--- src/rtl/ysyx_041461_pipe_skid_reg.sv ---
// Valid/ready pipeline register with a 2-entry skid buffer.
// Registered in_ready, synchronous flush and a saturating stall counter.
module ysyx_041461_pipe_skid_reg #(
  parameter int PC_W = 64,
  parameter int DATA_W = 64,
  parameter int WAYS = 8,
  parameter int TRAP_W = 4,
  parameter logic [PC_W-1:0] RESET_PC = PC_W'(64'h3000_0000),
  parameter logic [TRAP_W-1:0] TRAP_RST = '0,
  parameter int CNT_W = 16
) (
  input  logic              clk,
  input  logic              rst,
  input  logic              flush,
  input  logic              in_valid,
  output logic              in_ready,
  input  logic [PC_W-1:0]   in_pc,
  input  logic [DATA_W-1:0] in_data,
  input  logic [WAYS-1:0]   in_hit,
  input  logic [TRAP_W-1:0] in_trap,
  output logic              out_valid,
  input  logic              out_ready,
  output logic [PC_W-1:0]   out_pc,
  output logic [DATA_W-1:0] out_data,
  output logic [WAYS-1:0]   out_hit,
  output logic [TRAP_W-1:0] out_trap,
  output logic [CNT_W-1:0]  stall_cnt
);

  localparam logic [1:0] EMPTY = 2'b00;
  localparam logic [1:0] ONE   = 2'b10;
  localparam logic [1:0] FULL  = 2'b11;

  logic              main_valid;
  logic              skid_valid;
  logic [PC_W-1:0]   skid_pc;
  logic [DATA_W-1:0] skid_data;
  logic [WAYS-1:0]   skid_hit;
  logic [TRAP_W-1:0] skid_trap;

  logic       in_fire;
  logic       out_fire;
  logic [1:0] state;
  logic       load_in;
  logic       load_skid;
  logic       load_from_skid;
  logic       nxt_main_valid;
  logic       nxt_skid_valid;

  assign in_ready  = ~skid_valid;
  assign out_valid = main_valid;
  assign in_fire   = in_valid & in_ready;
  assign out_fire  = main_valid & out_ready;
  assign state     = {main_valid, skid_valid};

  always_comb begin
    load_in        = 1'b0;
    load_skid      = 1'b0;
    load_from_skid = 1'b0;
    nxt_main_valid = main_valid;
    nxt_skid_valid = skid_valid;
    unique case (state)
      EMPTY: begin
        if (in_fire) begin
          load_in        = 1'b1;
          nxt_main_valid = 1'b1;
        end
      end
      ONE: begin
        if (in_fire & out_fire) begin
          load_in = 1'b1;
        end else if (out_fire) begin
          nxt_main_valid = 1'b0;
        end else if (in_fire) begin
          load_skid      = 1'b1;
          nxt_skid_valid = 1'b1;
        end
      end
      FULL: begin
        if (out_fire) begin
          load_from_skid = 1'b1;
          nxt_skid_valid = 1'b0;
        end
      end
      default: begin
        nxt_main_valid = 1'b0;
        nxt_skid_valid = 1'b0;
      end
    endcase
    // Flush wins over every handshake; a beat offered alongside it is dropped.
    if (flush) begin
      load_in        = 1'b0;
      load_skid      = 1'b0;
      load_from_skid = 1'b0;
      nxt_main_valid = 1'b0;
      nxt_skid_valid = 1'b0;
    end
  end

  always_ff @(posedge clk or posedge rst) begin
    if (rst) begin
      main_valid <= 1'b0;
      skid_valid <= 1'b0;
    end else begin
      main_valid <= nxt_main_valid;
      skid_valid <= nxt_skid_valid;
    end
  end

  always_ff @(posedge clk or posedge rst) begin
    if (rst) begin
      out_pc   <= RESET_PC;
      out_data <= '0;
      out_hit  <= '0;
      out_trap <= TRAP_RST;
    end else if (flush) begin
      out_trap <= TRAP_RST;
    end else if (load_in) begin
      out_pc   <= in_pc;
      out_data <= in_data;
      out_hit  <= in_hit;
      out_trap <= in_trap;
    end else if (load_from_skid) begin
      out_pc   <= skid_pc;
      out_data <= skid_data;
      out_hit  <= skid_hit;
      out_trap <= skid_trap;
    end
  end

  always_ff @(posedge clk or posedge rst) begin
    if (rst) begin
      skid_pc   <= '0;
      skid_data <= '0;
      skid_hit  <= '0;
      skid_trap <= '0;
    end else if (load_skid) begin
      skid_pc   <= in_pc;
      skid_data <= in_data;
      skid_hit  <= in_hit;
      skid_trap <= in_trap;
    end
  end

  always_ff @(posedge clk or posedge rst) begin
    if (rst) begin
      stall_cnt <= '0;
    end else if (main_valid & ~out_ready & ~(&stall_cnt)) begin
      stall_cnt <= stall_cnt + CNT_W'(1);
    end
  end

endmodule

--- config.mk ---
export PLATFORM = sky130hd
export DESIGN_NAME = ysyx_041461_pipe_skid_reg
export DESIGN_NICKNAME = d
export VERILOG_FILES = /design/src/rtl/ysyx_041461_pipe_skid_reg.sv
export SDC_FILE = /design/constraint.sdc
export NUM_CORES = 1
export LEC_CHECK = 0
export CORE_MARGIN = 5
export CORE_UTILIZATION = 54
export DETAILED_ROUTE_END_ITERATION = 16
export GPL_ROUTABILITY_DRIVEN = 0
export GPL_TIMING_DRIVEN = 0
export PLACE_DENSITY_LB_ADDON = 0.12
export SYNTH_ARGS = -nofsm -noshare
export SYNTH_HDL_FRONTEND = slang
export SYNTH_SLANG_ARGS = --single-unit
--- constraint.sdc ---
create_clock -name clk -period 15.7 [get_ports clk]
set_clock_uncertainty 0.1 [all_clocks]
set_input_delay 2.355 -clock clk [delete_from_list [all_inputs] [get_ports clk]]
set_output_delay 2.355 -clock clk [all_outputs]
set_load 0.005 [all_outputs]
=== Word level (Yosys, flattened, before mapping) ===
Index checks and enable logic that the tools add are counted.

* Add/sub/neg operators: 1
* Multiply operators: 0
* Div/mod/pow operators: 0
* $lt $le $gt $ge: 0
* Equal/unequal tests: 10
* Shifts and indexed selects: 0
* Muxes and demuxes: 29
* Bitwise gates (word level): 9
* Reductions and logical operators: 7

{| class="wikitable"
|+ Operator list
! operator !! number
|-
| 64-bit 2-to-1 mux || 4
|-
| 3-bit inequality test, second input constant || 6
|-
| 1-bit 2-to-1 mux || 17
|-
| 16-bit by 1-bit adder with 16-bit output, second input constant || 1
|-
| 8-bit 2-to-1 mux || 2
|-
| 16-bit AND reduction || 1
|-
| 4-bit 2-to-1 mux || 3
|-
| 1-bit case mux with 3 select lines || 2
|-
| 1-bit bitwise AND || 5
|-
| 5-bit AND reduction || 1
|-
| 2-bit == test, second input constant || 2
|-
| 2-bit inequality test, second input constant || 2
|-
| 1-bit NOT || 4
|-
| 4-bit AND reduction || 1
|-
| 3-bit nonzero test || 1
|-
| 2-bit zero test || 1
|-
| 1-bit case mux with 2 select lines || 1
|-
| 2-bit AND reduction || 1
|-
| 2-bit nonzero test || 1
|}

* Flip-flop bits (word level): 298
* Bits in latches: 0
* Bits in writable memories: 0
* Memory bits (read-only): 0
* Input bits: 145
* Memories: 0

=== Depth between registers and ports, before layout ===
* Depth after elaboration: 8
* Mapped depth: 7
* Gate-level depth less buffers: 5

=== Worst setup path after synthesis ===
No wires, ideal clock.

* Path kind: input -> register
* Start point: input out_ready
* End point: register stall_cnt[15]
* Setup time: 0.125 ns
* Arrival time: 3.661 ns
* Required time: 15.475 ns
* Path slack: 11.814 ns
* Stages: 5
* Cell sequence: nand2b_1 -> buf_6 -> or3_1 -> nor4_1 -> mux2_2

* Cells in the longest elaborated chain, start to end: 3

{| class="wikitable"
|+ RTL lines
! what !! line !! RTL
|-
| start: declaration || 22 || <nowiki>input logic out_ready,</nowiki>
|-
| 1-bit NOT || 148 || <nowiki>end else if (main_valid & ~out_ready & ~(&stall_cnt)) begin</nowiki>
|-
| 1-bit bitwise AND (2 in a row) || 148 ||
|-
| end signal: assignment || 149 || <nowiki>stall_cnt <= stall_cnt + CNT_W'(1);</nowiki>
|-
| end: declaration || 27 || <nowiki>output logic [CNT_W-1:0] stall_cnt</nowiki>
|}

Every way passes these cells.
A chain may end at the register's enable or synchronous reset.

=== Final worst setup path ===
* Start point: input out_ready
* End point: register out_hit[1]

* Cells in the longest elaborated chain, start to end: 7
* Elaborated cells on any way between the ends: 11
* Classes of those cells: mux: 7; bitwise: 2; reduce/logical: 2

{| class="wikitable"
|+ RTL lines
! what !! line !! RTL
|-
| 1-bit bitwise AND (*) || 53 || <nowiki>assign out_fire = main_valid & out_ready;</nowiki>
|-
| 1-bit bitwise AND || 70 || <nowiki>if (in_fire & out_fire) begin</nowiki>
|-
| 1-bit 2-to-1 mux || 70 ||
|-
| 1-bit case mux with 2 select lines || 62 || <nowiki>unique case (state)</nowiki>
|-
| 1-bit 2-to-1 mux || 91 || <nowiki>if (flush) begin</nowiki>
|-
| 2-bit nonzero test (no source line) || -- ||
|-
| 2-bit AND reduction (no source line) || -- ||
|-
| end signal: assignment || 121 || <nowiki>out_hit <= in_hit;</nowiki>
|-
| end signal: assignment || 126 || <nowiki>out_hit <= skid_hit;</nowiki>
|-
| end: declaration || 25 || <nowiki>output logic [WAYS-1:0] out_hit,</nowiki>
|}

Mark *: on every way between the ends. The rest lies on a longest branch, timed or not.

==> flow_metrics.tcl <==
set metrics [dict create \
    drt-pass1-iter-count 5 \
    clockBufferDepth 3 \
    clock_power_share_pct 36.3 \
    r2r_start "out_valid" \
    whs_endpoint "skid_trap[1]" \
    h-tree-depth 2 \
    crit_fanout 10 \
    critPathMaxStageDelay_ps 560 \
    fin_cells 1682 \
    pwr-share-comb_pct 19.1 \
    port_buffers 302 \
    core_um2 23500 \
    rrSetupSlack_ps 13000 \
    drt_iter0_drc 607 \
    min-delay-start "skid_trap[1]" \
    power_per_cell_area_nw_per_um2 130 \
    worstSetupStartpointType "primary input" \
    cts_hold_buf 0 \
    power_frac_seq_pct 44.6 \
    synth_warnings 0 \
    grt_use_total_pct 24.0 \
    crit_path_end_kind "flop" \
    p_int_mw 1.73 \
    syn_area_per_cell_um2 12.9 \
    cp.required_ps 15960 \
    hpwl_um 22600 \
    swShare_pct 24.0 \
    p_total_mw 2.28 \
    dr_total_vias 9120 \
    clock_sinks 298 \
    die_h_um 165 \
    final_util_pct 74.7 \
    initial_core_util_pct 54.9 \
    rr_worst_depth 6 \
    drive_above_1_share_pct 18.0 \
    cts_root_buffer "clkbuf_16" \
    finalCriticalPeriod_ps 4680 \
    die_area_um2 27100 \
    synth_cells 998 \
    via_per_inst 5.42 \
    status "completed" \
    area_growth_pct 36.1 \
    cts_buffers 34 \
    placed_area_um2 16400 \
    clk_latency_ps 500 \
    ios 303 \
    nets 1484 \
    die_w_um 165 \
    worst_pin_slew_ps 788 \
    synth.distinct_cells 33 \
    syn_nets 1144 \
    rows 56 \
    gr-total-overflow 0 \
    crit_slowest_cell "nor3_2" \
    ant_nets 0 \
    setup_viol 0 \
    dp.cells 1621 \
    cp_num_buf_inv 4 \
    arrival_ps 4940 \
    cts_tree "built" \
    peakVddDrop_uv 86.4 \
    routedWlPerCell_um 19.8 \
    worstReg2RegEnd "out_hit[1]" \
    drc 0 \
    syn-cell-area_um2 12900 \
    rsz0062_at_grt "false" \
    final_cell_mix "clkdlybuf4s50_1 (302), dfrtp_1 (296), nand2_1 (150)" \
    synth-seq-cells 298 \
    hold_viol_final 0 \
    antenna_found_initial 5 \
    grt_pass1_wl_um 51300 \
    min_path_type "reg -> reg" \
    maxCapViolCount 0 \
    netSwitchingPower_uw 548 \
    grt_pass1_vias 9432 \
    cts.clk_slew.worst_paths_ps 60 \
    wirelength_um 33300 \
    cp_top_family "buffers and inverters" \
    grt_max_degree 108 \
    p_leak_nw 8.76 \
    fillCellCount 1632 \
    max_slew_margin_pct 47.5 \
    final_common_cell "clkdlybuf4s50_1" \
    fin_area_um2 17600 \
    finalMaxSlewViolations 0 \
    tns_ps 0 \
    postCtsSetupRepairBufs 0 \
    fmax_mhz 214 \
    yosysSeqAreaShare_pct 57.7 \
    crit_chain "clkdlybuf4s50_1 > and2b_1 > nor3_2 > buf_2 > buf_2 > buf_2 > o21ai_0" \
    hold_path_depth 1 \
    critPathKind "in -> reg" \
    finalCritPeriodShare_pct 29.8 \
    cts-resized-gates 0 \
    cp_common_cell "buf_2" \
]
==> worst max-delay path by stage <==
stage | from | endpoint | slack (ps) | cells past startpoint
2_1_floorplan | rst | out_data[0] | 5020 | 1
3_3_place_gp | rst | skid_data[7] | 1250 | 2
3_5_place_dp | out_ready | out_hit[1] | 10550 | 7
4_1_cts | out_ready | out_hit[1] | 11030 | 7
5_1_grt | out_ready | out_hit[1] | 10910 | 7
6_report | out_ready | out_hit[1] | 11020 | 7
==> metrics by stage <==
stage | hold WS, ps | setup WS (ps)
after floorplan | 376 | 5020
after global placement | 383 | 1250
after detailed placement | 387 | 10550
after CTS | 403 | 11030
after global routing | 411 | 10910
final | 403 | 11020
==> sequential cells by signal, indices dropped and copies added (netlist names), 8 cells and up <==
register	count
out_data	64
out_hit	8
out_pc	64
skid_data	64
skid_hit	8
skid_pc	64
stall_cnt	16
==> worst register-to-register path: stages, from the launching register on <==
cell and delay [ps]:
dfrtp_1 430, and2b_1 250, nor3_2 570, buf_2 400, buf_2 370, buf_2 320, o21ai_0 130
==> power groups by stage <==
stage                     sequential (mW)  clock [mW]  combinational, mW
after floorplan                      1.01           0              0.212
after global placement               1.02           0              0.425
after detailed placement             1.03           0              0.438
after CTS                            1.02       0.842              0.441
after global routing                 1.04       0.874              0.471
final                                1.02       0.829              0.435
==> cell type report <==
class	instances	area [um2]	area share, %
clock buffer	49	1030	5.86
tap	319	399	2.27
sequential	298	7460	42.4
buffer	63	409	2.33
inverter	5	26.3	0.149
multi-input combinational	632	5030	28.6
antenna	4	10.0	0.0569
clock inverter	8	144	0.818
timing repair buffer	304	3080	17.5
==> cell families (layout without fill, tap and decap cells) <==
group                    after synthesis  count (layout)  synth area share, %
other                                  0               4                    0
flip-flops                           298             298                 57.7
AND/OR/NAND/NOR                      187             187                 6.08
multiplexers                         278             278                 25.8
AO/OA/AOI/OAI                        155             155                 6.21
adder cells (fa/ha/maj)                1               1               0.0968
buffers and inverters                 68             429                 3.31
XOR/XNOR                              11              11                0.746
==> cells in the mapped netlist (all sizes together) <==
master | count | area, um2
a2bb2oi | 4 | 35.0
o41ai | 1 | 8.76
or3 | 3 | 18.8
buf | 45 | 342
nand2b | 2 | 12.5
xor2 | 11 | 96.3
mux2 | 142 | 1970
and3 | 1 | 6.26
nand4 | 3 | 18.8
clkbuf | 18 | 67.6
o31a | 1 | 8.76
inv | 5 | 18.8
nand4b | 1 | 8.76
nor2 | 7 | 26.3
nand2 | 150 | 563
a21oi | 1 | 5.00
nor3 | 9 | 50.1
nand3 | 4 | 20.0
o21ai | 146 | 731
a21boi | 1 | 7.51
mux2i | 136 | 1360
ha | 1 | 12.5
dfstp | 2 | 52.6
and2b | 1 | 7.51
dfrtp | 296 | 7410
nor4 | 5 | 46.3
a31oi | 1 | 6.26
or4 | 1 | 7.51
==> layer usage <==
metal	track usage [%]	vias to the layer above	wire length, um
li1	-	4168	-
met1	32.2	4568	14200
met2	37.9	309	15600
met3	6.84	71	2410
met4	8.17	4	1070
met5	0	-	25
Note: power is estimated with default switching activity, not from simulation.
